`src/rtl/dau_instr_queue.sv`:
```
`default_nettype none
// ============================================================================
// Module   : dau_instr_queue
// Purpose  : In-order instruction buffer between the DAU micro-sequencers
//            (add/sub/mul/div) and the BCD unit executor. Sequencers push
//            16-bit BCDU instructions; the head is presented to the BCDU
//            with a valid/ready handshake.
// Ports    : i_clk, i_rst            clock (rising), async active-high reset
//            i_instr_valid, i_instr  sequencer push
//            o_instr_accept          a push in the next cycle is guaranteed
//                                    a slot (one slot of lookahead)
//            o_instr_valid, o_instr  head entry to the BCDU
//            i_bcdu_ready            BCDU consumes the head this cycle
//            o_level, o_empty        fill level / level==0
//            o_overflow              sticky, set when a push is dropped
// Options  : DAU_INSTR_QUEUE_BYPASS_EN - when defined, a push into an empty
//            queue is presented to the BCDU in the same cycle and is not
//            stored if the BCDU takes it immediately.
// Revision : 1.0 - initial release
// ============================================================================
module dau_instr_queue #(
    parameter int DEPTH   = 4,
    parameter int LEVEL_W = $clog2(DEPTH) + 1
) (
    input  logic               i_clk,
    input  logic               i_rst,
    input  logic               i_instr_valid,
    input  logic [15:0]        i_instr,
    output logic               o_instr_accept,
    output logic               o_instr_valid,
    output logic [15:0]        o_instr,
    input  logic               i_bcdu_ready,
    output logic [LEVEL_W-1:0] o_level,
    output logic               o_empty,
    output logic               o_overflow
);

    localparam int                 PTR_W   = $clog2(DEPTH);
    localparam logic [LEVEL_W-1:0] C_DEPTH = LEVEL_W'(DEPTH);

    logic [15:0]        mem_q [DEPTH];
    logic [PTR_W-1:0]   wr_ptr_q, wr_ptr_d;
    logic [PTR_W-1:0]   rd_ptr_q, rd_ptr_d;
    logic [LEVEL_W-1:0] count_q,  count_d;
    logic               overflow_q, overflow_d;

    logic w_stored;    // head comes from the array
    logic w_bypass;    // head comes straight from the sequencer
    logic w_pop_mem;   // stored head consumed this cycle
    logic w_full;
    logic w_write;

    always_comb begin
        w_stored = (count_q != '0);
`ifdef DAU_INSTR_QUEUE_BYPASS_EN
        w_bypass = (count_q == '0) & i_instr_valid;
`else
        w_bypass = 1'b0;
`endif
        w_full    = (count_q == C_DEPTH);
        w_pop_mem = w_stored & i_bcdu_ready;
        // A full queue still accepts a push when the head leaves in the same
        // cycle; a bypassed instruction taken immediately is never stored.
        w_write   = i_instr_valid & (~w_full | w_pop_mem)
                  & ~(w_bypass & i_bcdu_ready);

        count_d    = count_q + LEVEL_W'(w_write) - LEVEL_W'(w_pop_mem);
        wr_ptr_d   = w_write   ? wr_ptr_q + PTR_W'(1) : wr_ptr_q;
        rd_ptr_d   = w_pop_mem ? rd_ptr_q + PTR_W'(1) : rd_ptr_q;
        overflow_d = overflow_q | (i_instr_valid & w_full & ~w_pop_mem);
    end

    always_ff @(posedge i_clk or posedge i_rst) begin
        if (i_rst) begin
            count_q    <= '0;
            wr_ptr_q   <= '0;
            rd_ptr_q   <= '0;
            overflow_q <= 1'b0;
        end else begin
            count_q    <= count_d;
            wr_ptr_q   <= wr_ptr_d;
            rd_ptr_q   <= rd_ptr_d;
            overflow_q <= overflow_d;
        end
    end

    // Storage array is not reset; its contents only matter while count != 0.
    always_ff @(posedge i_clk) begin
        if (w_write) begin
            mem_q[wr_ptr_q] <= i_instr;
        end
    end

    // Accept looks only at the current count and the push in flight, never at
    // i_bcdu_ready, so there is no combinational path through the BCDU.
    assign o_instr_accept = (count_q + LEVEL_W'(i_instr_valid)) < C_DEPTH;
    assign o_instr_valid  = w_stored | w_bypass;
    assign o_instr        = w_bypass ? i_instr : mem_q[rd_ptr_q];
    assign o_level        = count_q;
    assign o_empty        = (count_q == '0);
    assign o_overflow     = overflow_q;

endmodule
`default_nettype wire

```
`config.mk`:
```
export PLATFORM = sky130hd
export DESIGN_NAME = dau_instr_queue
export DESIGN_NICKNAME = d
export VERILOG_FILES = /design/src/rtl/dau_instr_queue.sv
export SDC_FILE = /design/constraint.sdc
export NUM_CORES = 1
export LEC_CHECK = 0
export BUFFER_PORTS_ARGS = -buffer_cell sky130_fd_sc_hd__buf_2
export CORE_ASPECT_RATIO = 0.75
export CORE_MARGIN = 5
export CORE_UTILIZATION = 60
export CTS_BUF_LIST = sky130_fd_sc_hd__clkbuf_16
export CTS_CLUSTER_SIZE = 25
export DETAILED_ROUTE_END_ITERATION = 16
export HOLD_SLACK_MARGIN = 0.12
export PLACE_DENSITY_LB_ADDON = 0.1
export SYNTH_ARGS = -nofsm -noshare
export SYNTH_HDL_FRONTEND = slang
export SYNTH_SLANG_ARGS = --single-unit
```
`constraint.sdc`:
```
create_clock -name i_clk -period 6.1 [get_ports i_clk]
set_input_delay 1.525 -clock i_clk [delete_from_list [all_inputs] [get_ports i_clk]]
set_output_delay 1.525 -clock i_clk [all_outputs]
set_load 0.005 [all_outputs]
```
==> summary.txt <==
Outcome
  • Status: complete, no violations

Power and ir drop
  • Clock network power share: 35.1%
  • PwrDens: 523 nW/um2
  • Internal Power: 0.00133 W
  • Reg power frac: 42.5%
  • Sw power: 0.000472 W
  • Static Leak: roughly 1.3 nW
  • Sw Ratio: a little over a quarter
  • Maximum vdd drop: 321 uV
  • Comb pwr share: 22.4%

Placement
  • IO buf count: 42
  • HPWL Detailed: around 2900 um
  • Pre-CTS setup slack: 2.58 ns
  • GP Congestion: 0.700

Floorplan
  • Num rows: 21
  • Die area: 6240 um2
  • Initial Util: 63.0%
  • Die width: 89.6 um
  • Height of the die: 69.7 um
  • Core area: around 4500 um2
  • # IOs: 43

Global route
  • First-pass GRT wire length: 7670 um
  • Largest net degree at the start of global routing: 19
  • Initial antenna violation count: 0
  • GR Overflow Total: 0
  • Global Route Usage Sum: 17.9%
  • Number of global-route vias before repair: 1454

Logic synthesis
  • Ys flop type: edfxtp_1
  • Top-area cell type share of the netlist area: 67.5%
  • Ys async rst share: 11.1%
  • Unique masters post-synth: 21
  • YS warnings: 0
  • Mapped cell area: between 2000 and 3000 um2
  • Post-Synthesis Cells: 125
  • Syn_nets: 152
  • Main area contributors after synthesis: edfxtp_1, mux4_2, dfrtp_1
  • Number of synthesized flops with an enable pin: 64
  • Area leader, netlist: edfxtp_1
  • Count leader, synth: edfxtp_1
  • Syn avg cell area: 22.8 um2
  • Post-synthesis sequential area ratio: around three quarters
  • Synth Register Bits: 72
  • Synth cell count leaders: edfxtp_1, mux4_2, dfrtp_1, inv_1, mux4_1

Timing
  • Final WS setup: around 2.4 ns
  • Endpoints failing hold: 0
  • Max-slew violations: 0
  • Worst-margin pin slew: a little over 1 ns
  • Final setup violation count: 0
  • Slew margin rel.: 31.7%
  • TNS Setup: 0 ns
  • Max Fclk: between 200 and 300 MHz
  • Tcrit/Tclk final: 60.8%
  • Crit path time final: 3.71 ns
  • RSZ-0062 raised after global routing: no
  • Clock skew: about 0.0047 ns

Setup path
  • Crit path cell chain: mux4_1, buf_2
  • WP data arrival: 2.18 ns
  • CP max stage delay: 1.01 ns
  • Crit path max fanout: 18
  • CP max stage cell: dfrtp_1
  • Setup crit start kind: flip-flop
  • Setup crit end kind: output port
  • Critical path class: flip-flop to output port
  • Required time worst endpoint: 4.58 ns

Route
  • Vias: between 1000 and 1500
  • M1 WL: 1910 um
  • Drt wl/cell: 21.0 um
  • DRT Pass-1 Iters: 4
  • Initial DRC Count: 63
  • Met3 wire length: just over 300 um
  • DRC errors left: 0
  • Vias/cell: 5.62
  • Routed met2 length: 2650 um
  • Post-DRT Antenna Nets: 0
  • Top Metal Used: met4
  • WL final: 4950 um

Clock network
  • CTS clock-pin slew for the worst setup and hold paths: 0.06 ns
  • Clock Sinks: slightly above 70
  • Cts hold-fix bufs: 0
  • TritonCTS clock tree: yes
  • H-tree levels: 3
  • Post-CTS Setup Inserts: 0
  • Post-CTS sizing: 0
  • CTS buffer count: 9
  • Root buffer cell: clkbuf_16
  • Clk Latency, worst-skew pair: between 0.3 and 0.4 ns
  • Clock Path Buffers: 2

Min path
  • Hold crit path type: flip-flop to flip-flop

Cells and area
  • Final net count: around 200
  • Share of layout cells above drive strength 1: 39.1%
  • Area grow syn2layout: 20.8%
  • Ant diodes: 0

Run
  • Total of max-cap violations: 0
-- through the flow --
step                      instance area (um2)  util, %  instances  power (W)  hold slack (ns)
after detailed placement                 3070     68.0        220    0.00118            0.502
after floorplan                          2850        -        125    0.00103            0.451
after global routing                     3440     76.1        236    0.00188            0.528
after CTS                                3440     76.1        236    0.00182            0.515
after global placement                   3070     68.0        220    0.00115            0.436
final                                    3440     76.1        236    0.00180            0.523
-- per-layer routing --
| layer | track usage, % | up-vias |
|---|---|---|
| li1 | - | 603 |
| met1 | 21.6 | 683 |
| met2 | 28.2 | 33 |
| met3 | 7.01 | 8 |
| met4 | 7.93 | 0 |
| met5 | 0 | - |
-- worst paths after layout --
kind | slack (ns) | cells past startpoint | end | from
max in group asynchronous | 4.71 | 2 | o_level[1]$_DFF_PP0_ | i_rst
worst min-delay path | 0.52 | 1 | o_overflow$_DFF_PP0_ | o_overflow$_DFF_PP0_
worst min register to register | 0.52 | 1 | o_overflow$_DFF_PP0_ | o_overflow$_DFF_PP0_
min in group asynchronous | 1.15 | 2 | wr_ptr_q[1]$_DFFE_PP0P_ | i_rst
worst max register to register | 3.72 | 9 | o_level[2]$_DFF_PP0_ | o_level[2]$_DFF_PP0_
worst max-delay path | 2.39 | 2 | o_instr[7] | rd_ptr_q[0]$_DFFE_PP0N_
-- cells in the final DEF, fill, tap and decap left out --
cell type and instances:
a21o_1 1, dfrtp_1 8, mux2_4 1, clkinv_4 1, o31a_1 1, fa_1 1, or3_1 1, edfxtp_1 64
mux4_2 9, and2_1 4, xnor2_1 3, inv_1 8, nand3_1 1, buf_2 42, nor2b_2 1, clkbuf_16 9
xor2_1 3, ha_1 6, bufinv_16 4, nor4b_4 1, mux4_1 7, clkinvlp_4 2, nand2_1 1
-- cells by family after synthesis --
kind of cell,after synthesis,synth area share (%)
AO/OA/AOI/OAI,2,0.571
AND/OR/NAND/NOR,9,2.55
multiplexers,17,14.1
flip-flops,72,74.5
XOR/XNOR,6,1.84
adder cells (fa/ha/maj),7,3.34
buffers and inverters,12,3.12
-- power groups by stage --
stage          Clock [W]  Combinational [W]  Sequential, W
2_1_floorplan          0           0.000325       0.000707
3_3_place_gp           0           0.000386       0.000763
3_5_place_dp           0           0.000407       0.000773
4_1_cts         0.000639           0.000415       0.000769
5_1_grt         0.000662           0.000442       0.000781
6_report        0.000632           0.000404       0.000765
-- registers in the layout, summed over array words and instances (netlist names) --
signal / cells
mem_q: 64
rd_ptr_q: 2
o_overflow: 1
o_level: 3
wr_ptr_q: 2
-- worst max-delay path, delay by kind of cell, from the launching register on --
kind	cells	cell delay, ns
DFF	1	1.01
muxes	1	0.69
buffers and inverters	1	0.15
-- final cells by class --
cell class | instances | area, um2
fillers | 241 | 1080
multi-input cells | 41 | 638
clock buffers | 9 | 225
well taps | 57 | 71.3
repair buffers | 42 | 210
clock inverters | 7 | 144
inverters | 8 | 30.0
flip-flops and latches | 72 | 2120
Power figures use the tool's default switching activity.
